File: src/rtl/banked_rotating_fifo_pkg.sv
// banked_rotating_fifo_pkg: default geometry shared by the banked FIFO and its bank storage
//   Exports NUM_DATA_DEF, DATA_WIDTH_DEF and DEPTH_DEF, which serve as the parameter defaults.
package banked_rotating_fifo_pkg;
    localparam int NUM_DATA_DEF   = 4;
    localparam int DATA_WIDTH_DEF = 4;
    localparam int DEPTH_DEF      = 4;
endpackage

File: src/rtl/fifo_bank.sv
// fifo_bank: DEPTH x DATA_WIDTH register file with one synchronous write port and one asynchronous read port
//   clk          clock, write on rising edge
//   we           write enable
//   waddr/wdata  write row and data
//   raddr/rdata  combinational read row and data
module fifo_bank
    import banked_rotating_fifo_pkg::*;
#(
    parameter int DEPTH      = DEPTH_DEF,
    parameter int DATA_WIDTH = DATA_WIDTH_DEF
) (
    input  logic                      clk,
    input  logic                      we,
    input  logic [$clog2(DEPTH)-1:0]  waddr,
    input  logic [DATA_WIDTH-1:0]     wdata,
    input  logic [$clog2(DEPTH)-1:0]  raddr,
    output logic [DATA_WIDTH-1:0]     rdata
);
    logic [DATA_WIDTH-1:0] mem [DEPTH];

    always_ff @(posedge clk)
        if (we) mem[waddr] <= wdata;

    assign rdata = mem[raddr];
endmodule

File: src/rtl/banked_rotating_fifo.sv
// banked_rotating_fifo: multi-lane circular buffer striped across NUM_DATA banks, feeding a rotating crossbar
//   clk_i           clock
//   arst_ni         synchronous active-low reset
//   push_data_i     items to write, lane 0 oldest
//   push_cnt_i      number of valid push lanes
//   pop_cnt_i       number of head items to release
//   bank_data_o     each bank's entry at its current head row (unrotated)
//   start_select_o  bank holding the oldest entry
//   count_o/free_o  occupied and free entries
//   overflow_o      one-cycle pulse after a rejected push
//   underflow_o     one-cycle pulse after a rejected pop
module banked_rotating_fifo
    import banked_rotating_fifo_pkg::*;
#(
    parameter int NUM_DATA   = NUM_DATA_DEF,
    parameter int DATA_WIDTH = DATA_WIDTH_DEF,
    parameter int DEPTH      = DEPTH_DEF
) (
    input  logic                                 clk_i,
    input  logic                                 arst_ni,
    input  logic [NUM_DATA-1:0][DATA_WIDTH-1:0]  push_data_i,
    input  logic [$clog2(NUM_DATA+1)-1:0]        push_cnt_i,
    input  logic [$clog2(NUM_DATA+1)-1:0]        pop_cnt_i,
    output logic [NUM_DATA-1:0][DATA_WIDTH-1:0]  bank_data_o,
    output logic [$clog2(NUM_DATA)-1:0]          start_select_o,
    output logic [$clog2(NUM_DATA*DEPTH+1)-1:0]  count_o,
    output logic [$clog2(NUM_DATA*DEPTH+1)-1:0]  free_o,
    output logic                                 overflow_o,
    output logic                                 underflow_o
);
    localparam int CAP = NUM_DATA * DEPTH;
    localparam int CW  = $clog2(NUM_DATA + 1);
    localparam int SW  = $clog2(NUM_DATA);
    localparam int PW  = $clog2(CAP);
    localparam int NW  = $clog2(CAP + 1);
    localparam int RW  = $clog2(DEPTH);

    logic [PW-1:0] rd_ptr, wr_ptr;
    logic [NW-1:0] count;
    logic          overflow, underflow;
    logic          push_ok, pop_ok;
    logic [CW-1:0] push_acc, pop_acc;

    // Acceptance uses start-of-cycle occupancy only, so a same-cycle pop never makes room for a push.
    assign free_o   = NW'(CAP) - count;
    assign push_ok  = push_cnt_i <= CW'(NUM_DATA) && NW'(push_cnt_i) <= free_o;
    assign pop_ok   = pop_cnt_i <= CW'(NUM_DATA) && NW'(pop_cnt_i) <= count;
    assign push_acc = push_ok ? push_cnt_i : '0;
    assign pop_acc  = pop_ok ? pop_cnt_i : '0;

    always_ff @(posedge clk_i)
        if (!arst_ni) begin
            rd_ptr    <= '0;
            wr_ptr    <= '0;
            count     <= '0;
            overflow  <= 1'b0;
            underflow <= 1'b0;
        end else begin
            rd_ptr    <= rd_ptr + PW'(pop_acc);
            wr_ptr    <= wr_ptr + PW'(push_acc);
            count     <= count + NW'(push_acc) - NW'(pop_acc);
            overflow  <= !push_ok;
            underflow <= !pop_ok;
        end

    assign count_o        = count;
    assign overflow_o     = overflow;
    assign underflow_o    = underflow;
    assign start_select_o = rd_ptr[SW-1:0];

    for (genvar b = 0; b < NUM_DATA; b++) begin : g_bank
        logic [SW-1:0] wl;
        logic [RW-1:0] wrow, rrow;
        // Push lane that lands in this bank, counted from the write pointer's bank.
        assign wl = SW'(b) - wr_ptr[SW-1:0];
        // A bank numbered below the pointer's bank sits in the following row.
        assign wrow = wr_ptr[PW-1:SW] + RW'(SW'(b) < wr_ptr[SW-1:0]);
        assign rrow = rd_ptr[PW-1:SW] + RW'(SW'(b) < rd_ptr[SW-1:0]);
        fifo_bank #(.DEPTH(DEPTH), .DATA_WIDTH(DATA_WIDTH)) u_bank (
            .clk   (clk_i),
            .we    (CW'(wl) < push_acc),
            .waddr (wrow),
            .wdata (push_data_i[wl]),
            .raddr (rrow),
            .rdata (bank_data_o[b])
        );
    end
endmodule

File: config.mk
export PLATFORM = sky130hd
export DESIGN_NAME = banked_rotating_fifo
export DESIGN_NICKNAME = d
export VERILOG_FILES = /design/src/rtl/banked_rotating_fifo_pkg.sv /design/src/rtl/fifo_bank.sv /design/src/rtl/banked_rotating_fifo.sv
export SDC_FILE = /design/constraint.sdc
export NUM_CORES = 1
export LEC_CHECK = 0
export ABC_AREA = 1
export BUFFER_PORTS_ARGS = -buffer_cell sky130_fd_sc_hd__buf_2
export CORE_MARGIN = 4
export CORE_UTILIZATION = 45
export CTS_BUF_LIST = sky130_fd_sc_hd__clkbuf_4 sky130_fd_sc_hd__clkbuf_8 sky130_fd_sc_hd__clkbuf_16
export DETAILED_ROUTE_END_ITERATION = 7
export GPL_TIMING_DRIVEN = 0
export SYNTH_ARGS = -nofsm -noshare
export SYNTH_HDL_FRONTEND = slang
export SYNTH_SLANG_ARGS = --single-unit
File: constraint.sdc
create_clock -name clk_i -period 4.1 [get_ports clk_i]
set_clock_uncertainty 0.05 [all_clocks]
set_input_delay 0.205 -clock clk_i [delete_from_list [all_inputs] [get_ports clk_i]]
set_output_delay 0.205 -clock clk_i [all_outputs]
set_load 0.1 [all_outputs]
Yosys cells after proc, flatten, opt, wreduce, memory -nomap -nowiden
Memory sizes are Yosys's and may differ from the RTL's.
Index checks and enable logic that the tools add are counted.

storage, ports and cells
  register bits = 15
  bits in latches = 0
  memory bits (writable) = 64
  ROM bits = 0
  input port bits = 24
  logic and storage cells = 68
  memories = 4

memories
  name                  words  bits a word  rd ports  clocked after Yosys merged registers in  write ports  RTL line         source
  g_bank[0].u_bank.mem  4      4            1         0                                        1            fifo_bank.sv:19  logic [DATA_WIDTH-1:0] mem [DEPTH];
  g_bank[1].u_bank.mem  4      4            1         0                                        1            fifo_bank.sv:19
  g_bank[2].u_bank.mem  4      4            1         0                                        1            fifo_bank.sv:19
  g_bank[3].u_bank.mem  4      4            1         0                                        1            fifo_bank.sv:19

operators by class
  $add $sub $neg = 17
  multiply operators = 0
  divide/modulo/power cells = 0
  $lt $le $gt $ge = 20
  equal/unequal tests = 0
  shift-type cells = 0
  muxes and demuxes = 18
  bitwise operators = 0
  reductions and logical operators = 4

operators with widths
  kind                                                                  count
  4-bit binary-select mux with 2-bit select                             4
  2-bit by 1-bit adder with 2-bit output                                8
  4-bit two-way mux                                                     4
  2-bit by 3-bit < comparator with 1-bit output                         4
  2-bit by 3-bit < comparator with 1-bit output, second input constant  4
  3-bit by 5-bit <= comparator with 1-bit output                        2
  4-bit by 3-bit adder with 4-bit output                                2
  1-bit by 2-bit < comparator with 1-bit output, first input constant   4
  2-bit < comparator, first input constant                              4
  1-bit two-way mux                                                     8
  3-bit <= comparator, second input constant                            2
  3-bit two-way mux                                                     2
  5-bit by 3-bit adder with 5-bit output                                1
  5-bit by 3-bit subtractor with 5-bit output                           1
  5-bit subtractor, first input constant                                1
  1-bit by 2-bit subtractor with 2-bit output, first input constant     2
  2-bit subtractor, first input constant                                2
  1-bit logical AND                                                     2
  1-bit logical NOT                                                     2

Longest topological paths before layout
  depth in word-level cells = 7
  depth in mapped cells = 21
  mapped depth without buffers = 21

Hierarchy
A second synthesis with hierarchy kept.

second synthesis, totals
  cells, all modules = 514
  area, all modules = 4623.2 sq um

by module, submodules not included
  module                times used  cells an instance  area each (sq um)  seq. area each (sq um)
  fifo_bank             4           70                 708.2              480.5
  banked_rotating_fifo  1           234                1790.5             300.3

Worst setup path after synthesis
No wires, ideal clock.

  path kind = reg-to-reg
  start = register count[0], in the netlist count_o[0]
  end = register count[4], in the netlist count_o[4]
  setup time = 70 ps
  arrival time = 5610 ps
  required time = 3980 ps
  slack = -1630 ps
  stages on the path, launching flop included = 19
  buffers on the path = 0
  clock period less this slack = 5730 ps
  cells stage by stage = dfxtp_1 inv_1 ha_1 xnor2_1 inv_1 ha_1 nand2_1 nor2_1 nor2_1 nor2_1 nand3_2 nand2_1 inv_1 nand2_1 fa_1 fa_1 o211ai_1 o21ai_0 a21oi_1

on the way
  longest elaborated chain between the ends = 6

RTL lines
  what                                            RTL line                    source
  from (decl)                                     banked_rotating_fifo.sv:39  logic [NW-1:0] count;
  from (signal assigned)                          banked_rotating_fifo.sv:61  count <= count + NW'(push_acc) - NW'(pop_acc);
  5-bit subtractor                                banked_rotating_fifo.sv:45  assign free_o = NW'(CAP) - count;
  via free_o[2]                                   banked_rotating_fifo.sv:27  output logic [$clog2(NUM_DATA*DEPTH+1)-1:0] free_o,
  3-bit by 5-bit <= comparator with 1-bit output  banked_rotating_fifo.sv:46  assign push_ok = push_cnt_i <= CW'(NUM_DATA) && NW'(push_cnt_i) <= free_o;
  1-bit logical AND                               banked_rotating_fifo.sv:46
  3-bit two-way mux                               banked_rotating_fifo.sv:48  assign push_acc = push_ok ? push_cnt_i : '0;
  5-bit by 3-bit adder with 5-bit output          banked_rotating_fifo.sv:61
  5-bit by 3-bit subtractor with 5-bit output     banked_rotating_fifo.sv:61

The timed path passes the listed nets, and every way through them passes these cells.
A chain may end at the register's enable or synchronous reset.

Final worst setup path
  start = register count[0], in the netlist count_o[0]
  end = register count[4], in the netlist count_o[4]

on the way
  longest elaborated chain between the ends = 6

RTL lines
  what                                             RTL line
  5-bit subtractor                                 banked_rotating_fifo.sv:45
  3-bit by 5-bit <= comparator with 1-bit output   banked_rotating_fifo.sv:46
  1-bit logical AND                                banked_rotating_fifo.sv:46
  3-bit two-way mux                                banked_rotating_fifo.sv:48
  5-bit by 3-bit adder with 5-bit output           banked_rotating_fifo.sv:61
  5-bit by 3-bit subtractor with 5-bit output (*)  banked_rotating_fifo.sv:61

Every way passes the cells marked *; elsewhere a longest branch is shown, timed or not.

==> impl_metrics.prom <==
# TYPE chip_impl_metric gauge
chip_impl_info{name="status",value="completed"} 1
chip_impl_info{name="hold_path.class",value="in -> reg"} 1
chip_impl_metric{name="reg2regPathDepth",unit=""} 18
chip_impl_metric{name="critical_path_peak_fanout",unit=""} 7
chip_impl_metric{name="io_pins",unit=""} 54
chip_impl_metric{name="grt_pass1_wl",unit="µm"} 14030
chip_impl_metric{name="route.detailed.vias_per_inst",unit=""} 4.907
chip_impl_info{name="synth_top_cell_by_area",value="sky130_fd_sc_hd__edfxtp_1"} 1
chip_impl_metric{name="timing.critical_path.slowest_cell_delay",unit="ns"} 0.50
chip_impl_metric{name="die_height",unit="µm"} 106.2
chip_impl_metric{name="multi_input_comb_area",unit="µm²"} 1838
chip_impl_metric{name="cts-htree-levels",unit=""} 3
chip_impl_info{name="worst_setup_path_end_kind",value="flop"} 1
chip_impl_metric{name="ys.warnings.count",unit=""} 0
chip_impl_metric{name="clock_sinks",unit=""} 79
chip_impl_info{name="timing.hold.worst.start",value="arst_ni"} 1
chip_impl_metric{name="netlist-cell-type-count",unit=""} 31
chip_impl_metric{name="cts_post_setup_buffers_inserted",unit=""} 0
chip_impl_metric{name="dieArea",unit="µm²"} 11290
chip_impl_metric{name="yosysSeqAreaShare",unit=""} 0.5117
chip_impl_metric{name="syn_nets",unit=""} 480
chip_impl_metric{name="vias",unit=""} 3018
chip_impl_info{name="crit_slowest_cell",value="sky130_fd_sc_hd__fa_1"} 1
chip_impl_metric{name="number_of_register_bits_inferred_by_synthesis",unit=""} 79
chip_impl_metric{name="count_of_flip_flops_with_a_built_in_enable_after_synthesis",unit=""} 64
chip_impl_metric{name="timing.reg2reg.setup_slack",unit="ns"} 0.50
chip_impl_metric{name="hold_viol_final",unit=""} 0
chip_impl_metric{name="pin_count_of_the_biggest_net_entering_global_routing",unit=""} 13
chip_impl_metric{name="port_buffers",unit=""} 53
chip_impl_metric{name="antenna_violations_before_repair",unit=""} 0
chip_impl_info{name="tritoncts",value="done"} 1
chip_impl_metric{name="slew_headroom",unit=""} 0.5885
chip_impl_info{name="reg2reg_to",value="count_o[4]"} 1
chip_impl_metric{name="area_inside_the_core_boundary",unit="µm²"} 9328
chip_impl_info{name="synthTopCellsByCount",value="sky130_fd_sc_hd__edfxtp_1 (64), sky130_fd_sc_hd__inv_1 (58), sky130_fd_sc_hd__nand2_1 (52)"} 1
chip_impl_metric{name="slew_worst_pin",unit="ns"} 0.6128
chip_impl_metric{name="ff_latch_area",unit="µm²"} 2230
chip_impl_metric{name="start_util",unit=""} 0.4656
chip_impl_metric{name="share_of_async_settable_or_async_resettable_flops_after_synthesis",unit=""} 0
chip_impl_metric{name="slew_viol_final",unit=""} 0
chip_impl_metric{name="finalSetupViolCount",unit=""} 0
chip_impl_metric{name="max-cap-violations",unit=""} 0
chip_impl_metric{name="period_utilization_post_route",unit=""} 0.8769
chip_impl_metric{name="postCtsHoldBufs",unit=""} 0
chip_impl_metric{name="dpl.hpwl",unit="µm"} 6652
chip_impl_metric{name="critical_path_required",unit="ns"} 4.33
chip_impl_metric{name="period_minus_slack",unit="ns"} 3.595
chip_impl_info{name="worstHoldEndpoint",value="count_o[0]"} 1
chip_impl_metric{name="p_r_area_growth_vs_syn",unit="%"} 14.64
chip_impl_metric{name="drt.antenna.violating_nets",unit=""} 0
chip_impl_metric{name="gr-usage-all-layers",unit=""} 0.1590
chip_impl_metric{name="num-fill-cells",unit=""} 863
chip_impl_metric{name="drt_iter0_drcs",unit=""} 109
chip_impl_info{name="critical_path.reg2reg.startpoint",value="count_o[0]"} 1
chip_impl_info{name="ranking_of_synthesized_cells_by_area",value="sky130_fd_sc_hd__edfxtp_1 (44%), sky130_fd_sc_hd__ha_1 (9.2%), sky130_fd_sc_hd__dfxtp_1 (6.9%)"} 1
chip_impl_metric{name="post_synth_inst_count",unit=""} 419
chip_impl_metric{name="gp_congestion",unit=""} 0.7749
chip_impl_info{name="sequence_of_cells_on_the_critical_path",value="inv_1 -> ha_1 -> xnor2_4 -> inv_1 -> ha_1 -> nand2_1 -> nor2_1 -> nor2_1 -> nor2_1 -> nand3_2 -> nand2_1 -> inv_1 -> nand2_2 -> fa_1 -> fa_1 -> o211ai_1 -> o21ai_0 -> a21oi_1"} 1
chip_impl_info{name="critPathKind",value="reg -> reg"} 1
chip_impl_metric{name="post_cts_resize_count",unit=""} 0
chip_impl_metric{name="cts.reportedPaths.clkPinSlew",unit="ns"} 0.08
chip_impl_metric{name="first_pass_iters",unit=""} 4
chip_impl_metric{name="fin_hold_ws",unit="ns"} 0.09714
chip_impl_info{name="clock-root-buffer",value="sky130_fd_sc_hd__clkbuf_8"} 1
chip_impl_metric{name="cts_inserted_buffers",unit=""} 9
chip_impl_metric{name="whs_path_depth",unit=""} 3
chip_impl_metric{name="fp.dieW",unit="µm"} 106.2
chip_impl_metric{name="rows",unit=""} 35
chip_impl_metric{name="grt.overflow.total",unit=""} 0
chip_impl_info{name="unrepaired_setup_endpoints_after_global_routing",value="no"} 1
chip_impl_info{name="synth_ff_type",value="sky130_fd_sc_hd__edfxtp_1"} 1
chip_impl_metric{name="drt-total-wl",unit="µm"} 8550
chip_impl_metric{name="antenna_cells",unit=""} 0
chip_impl_metric{name="proportion_of_layout_cells_with_a_drive_suffix_above_1",unit=""} 0.2078
chip_impl_metric{name="yosys.area.top_type_share",unit=""} 0.4425
chip_impl_metric{name="fmaxAchievable",unit="GHz"} 0.2781
chip_impl_metric{name="clock_latency",unit="ns"} 0.34
chip_impl_metric{name="tns",unit="ns"} 0
chip_impl_metric{name="nets",unit=""} 544
chip_impl_metric{name="post_synth_instance_area",unit="µm²"} 4343
chip_impl_metric{name="syn_avg_cell_area",unit="µm²"} 10.36
chip_impl_info{name="yosys.cell_count.top_type",value="sky130_fd_sc_hd__edfxtp_1"} 1
chip_impl_metric{name="post_drt_wl_per_cell",unit="µm"} 13.90
chip_impl_metric{name="first_global_vias",unit=""} 2915
chip_impl_metric{name="maximum_clock_path_buffer_count",unit=""} 2
chip_impl_info{name="setup.worst_path.start_class",value="flop"} 1
chip_impl_metric{name="worst-endpoint-arrival",unit="ns"} 3.83
chip_impl_metric{name="drc",unit=""} 0
final cells by class:
type,instances,area share
buffer,12,0.01357
clock buffer,10,0.02639
clock inverter,4,0.009801
inverter,63,0.04750
multi-input combinational,265,0.3692
sequential,79,0.4479
tap,129,0.03242
timing repair buffer,53,0.05328
how the worst max path moves through the flow:
stage | startpoint | to | slack (ns) | cells after the start
after detailed placement | count_o[0] | count_o[4] | 0.50 | 18
after global placement | count_o[1] | count_o[4] | 0.54 | 18
after global routing | count_o[0] | count_o[4] | 0.14 | 18
final | count_o[0] | count_o[4] | 0.50 | 18
after floorplan | count_o[0] | count_o[4] | 0.06 | 18
after CTS | count_o[0] | count_o[4] | 0.48 | 18
state kept, by name, summed over array words and instances, names as in the netlist:
signal             cells
g_bank.u_bank.mem     64
underflow_o            1
rd_ptr                 4
wr_ptr                 4
count_o                5
overflow_o             1
critical path, delay by kind of cell, from the launching register on:
kind,cells,cell delay [ns]
adder cells (fa/ha/maj),4,1.53
AND/OR/NAND/NOR,7,0.71
XOR/XNOR,1,0.16
buffers and inverters,3,0.19
AO/OA/AOI/OAI,3,0.52
flip-flops,1,0.39
placed cells by master (no fill, tap or decap), types with 2 or more instances in the layout:
| cell | count |
|---|---|
| sky130_fd_sc_hd__o21ai_1 | 5 |
| sky130_fd_sc_hd__fa_1 | 5 |
| sky130_fd_sc_hd__nand2_1 | 51 |
| sky130_fd_sc_hd__buf_2 | 59 |
| sky130_fd_sc_hd__buf_4 | 2 |
| sky130_fd_sc_hd__xnor2_1 | 6 |
| sky130_fd_sc_hd__dfxtp_4 | 2 |
| sky130_fd_sc_hd__clkbuf_8 | 9 |
| sky130_fd_sc_hd__clkinv_1 | 3 |
| sky130_fd_sc_hd__inv_1 | 58 |
| sky130_fd_sc_hd__o22ai_1 | 4 |
| sky130_fd_sc_hd__or2_2 | 13 |
| sky130_fd_sc_hd__mux2i_1 | 28 |
| sky130_fd_sc_hd__inv_2 | 2 |
| sky130_fd_sc_hd__o21ai_0 | 38 |
| sky130_fd_sc_hd__edfxtp_1 | 64 |
| sky130_fd_sc_hd__ha_1 | 32 |
| sky130_fd_sc_hd__clkinv_2 | 2 |
| sky130_fd_sc_hd__nor2_1 | 25 |
| sky130_fd_sc_hd__xor2_1 | 3 |
| sky130_fd_sc_hd__nand3_1 | 5 |
| sky130_fd_sc_hd__a21oi_1 | 22 |
| sky130_fd_sc_hd__nand2_2 | 3 |
| sky130_fd_sc_hd__dfxtp_1 | 13 |
| sky130_fd_sc_hd__clkbuf_1 | 3 |
| sky130_fd_sc_hd__nand4_1 | 2 |
| sky130_fd_sc_hd__o211ai_1 | 14 |
| sky130_fd_sc_hd__o21bai_1 | 3 |
per-layer routing:
metal,part of all wire,GRT usage,wire length (µm)
met1,0.45,0.2018,3875
met2,0.50,0.2765,4306
met3,0.031,0.02854,261
met4,0.012,0.04718,106
met5,0,0,0
metrics by stage:
| step | cell area, µm² | utilization | worst slack, ns | std cells |
|---|---|---|---|---|
| after detailed placement | 4798 | 0.5144 | 0.4964 | 601 |
| final | 4979 | 0.5337 | 0.5048 | 615 |
| after floorplan | 4372 | - | 0.05521 | 419 |
| after global routing | 4979 | 0.5337 | 0.1440 | 615 |
| after CTS | 4979 | 0.5337 | 0.4766 | 615 |
| after global placement | 4798 | 0.5144 | 0.5378 | 601 |
kinds of logic (layout without fill, tap and decap cells):
group           Yosys count  count (layout)  synth area share
compound gates           88              88            0.1138
buf+inv                  75             142           0.07001
flops                    79              79            0.5117
xor+xnor                 10              10           0.02017
fa+ha+maj                37              37            0.1152
mux                      28              28           0.06453
simple gates            102             102            0.1046
Power is not shown: default switching activity piles up to over one toggle a cycle in this logic, so the estimate is an artifact.
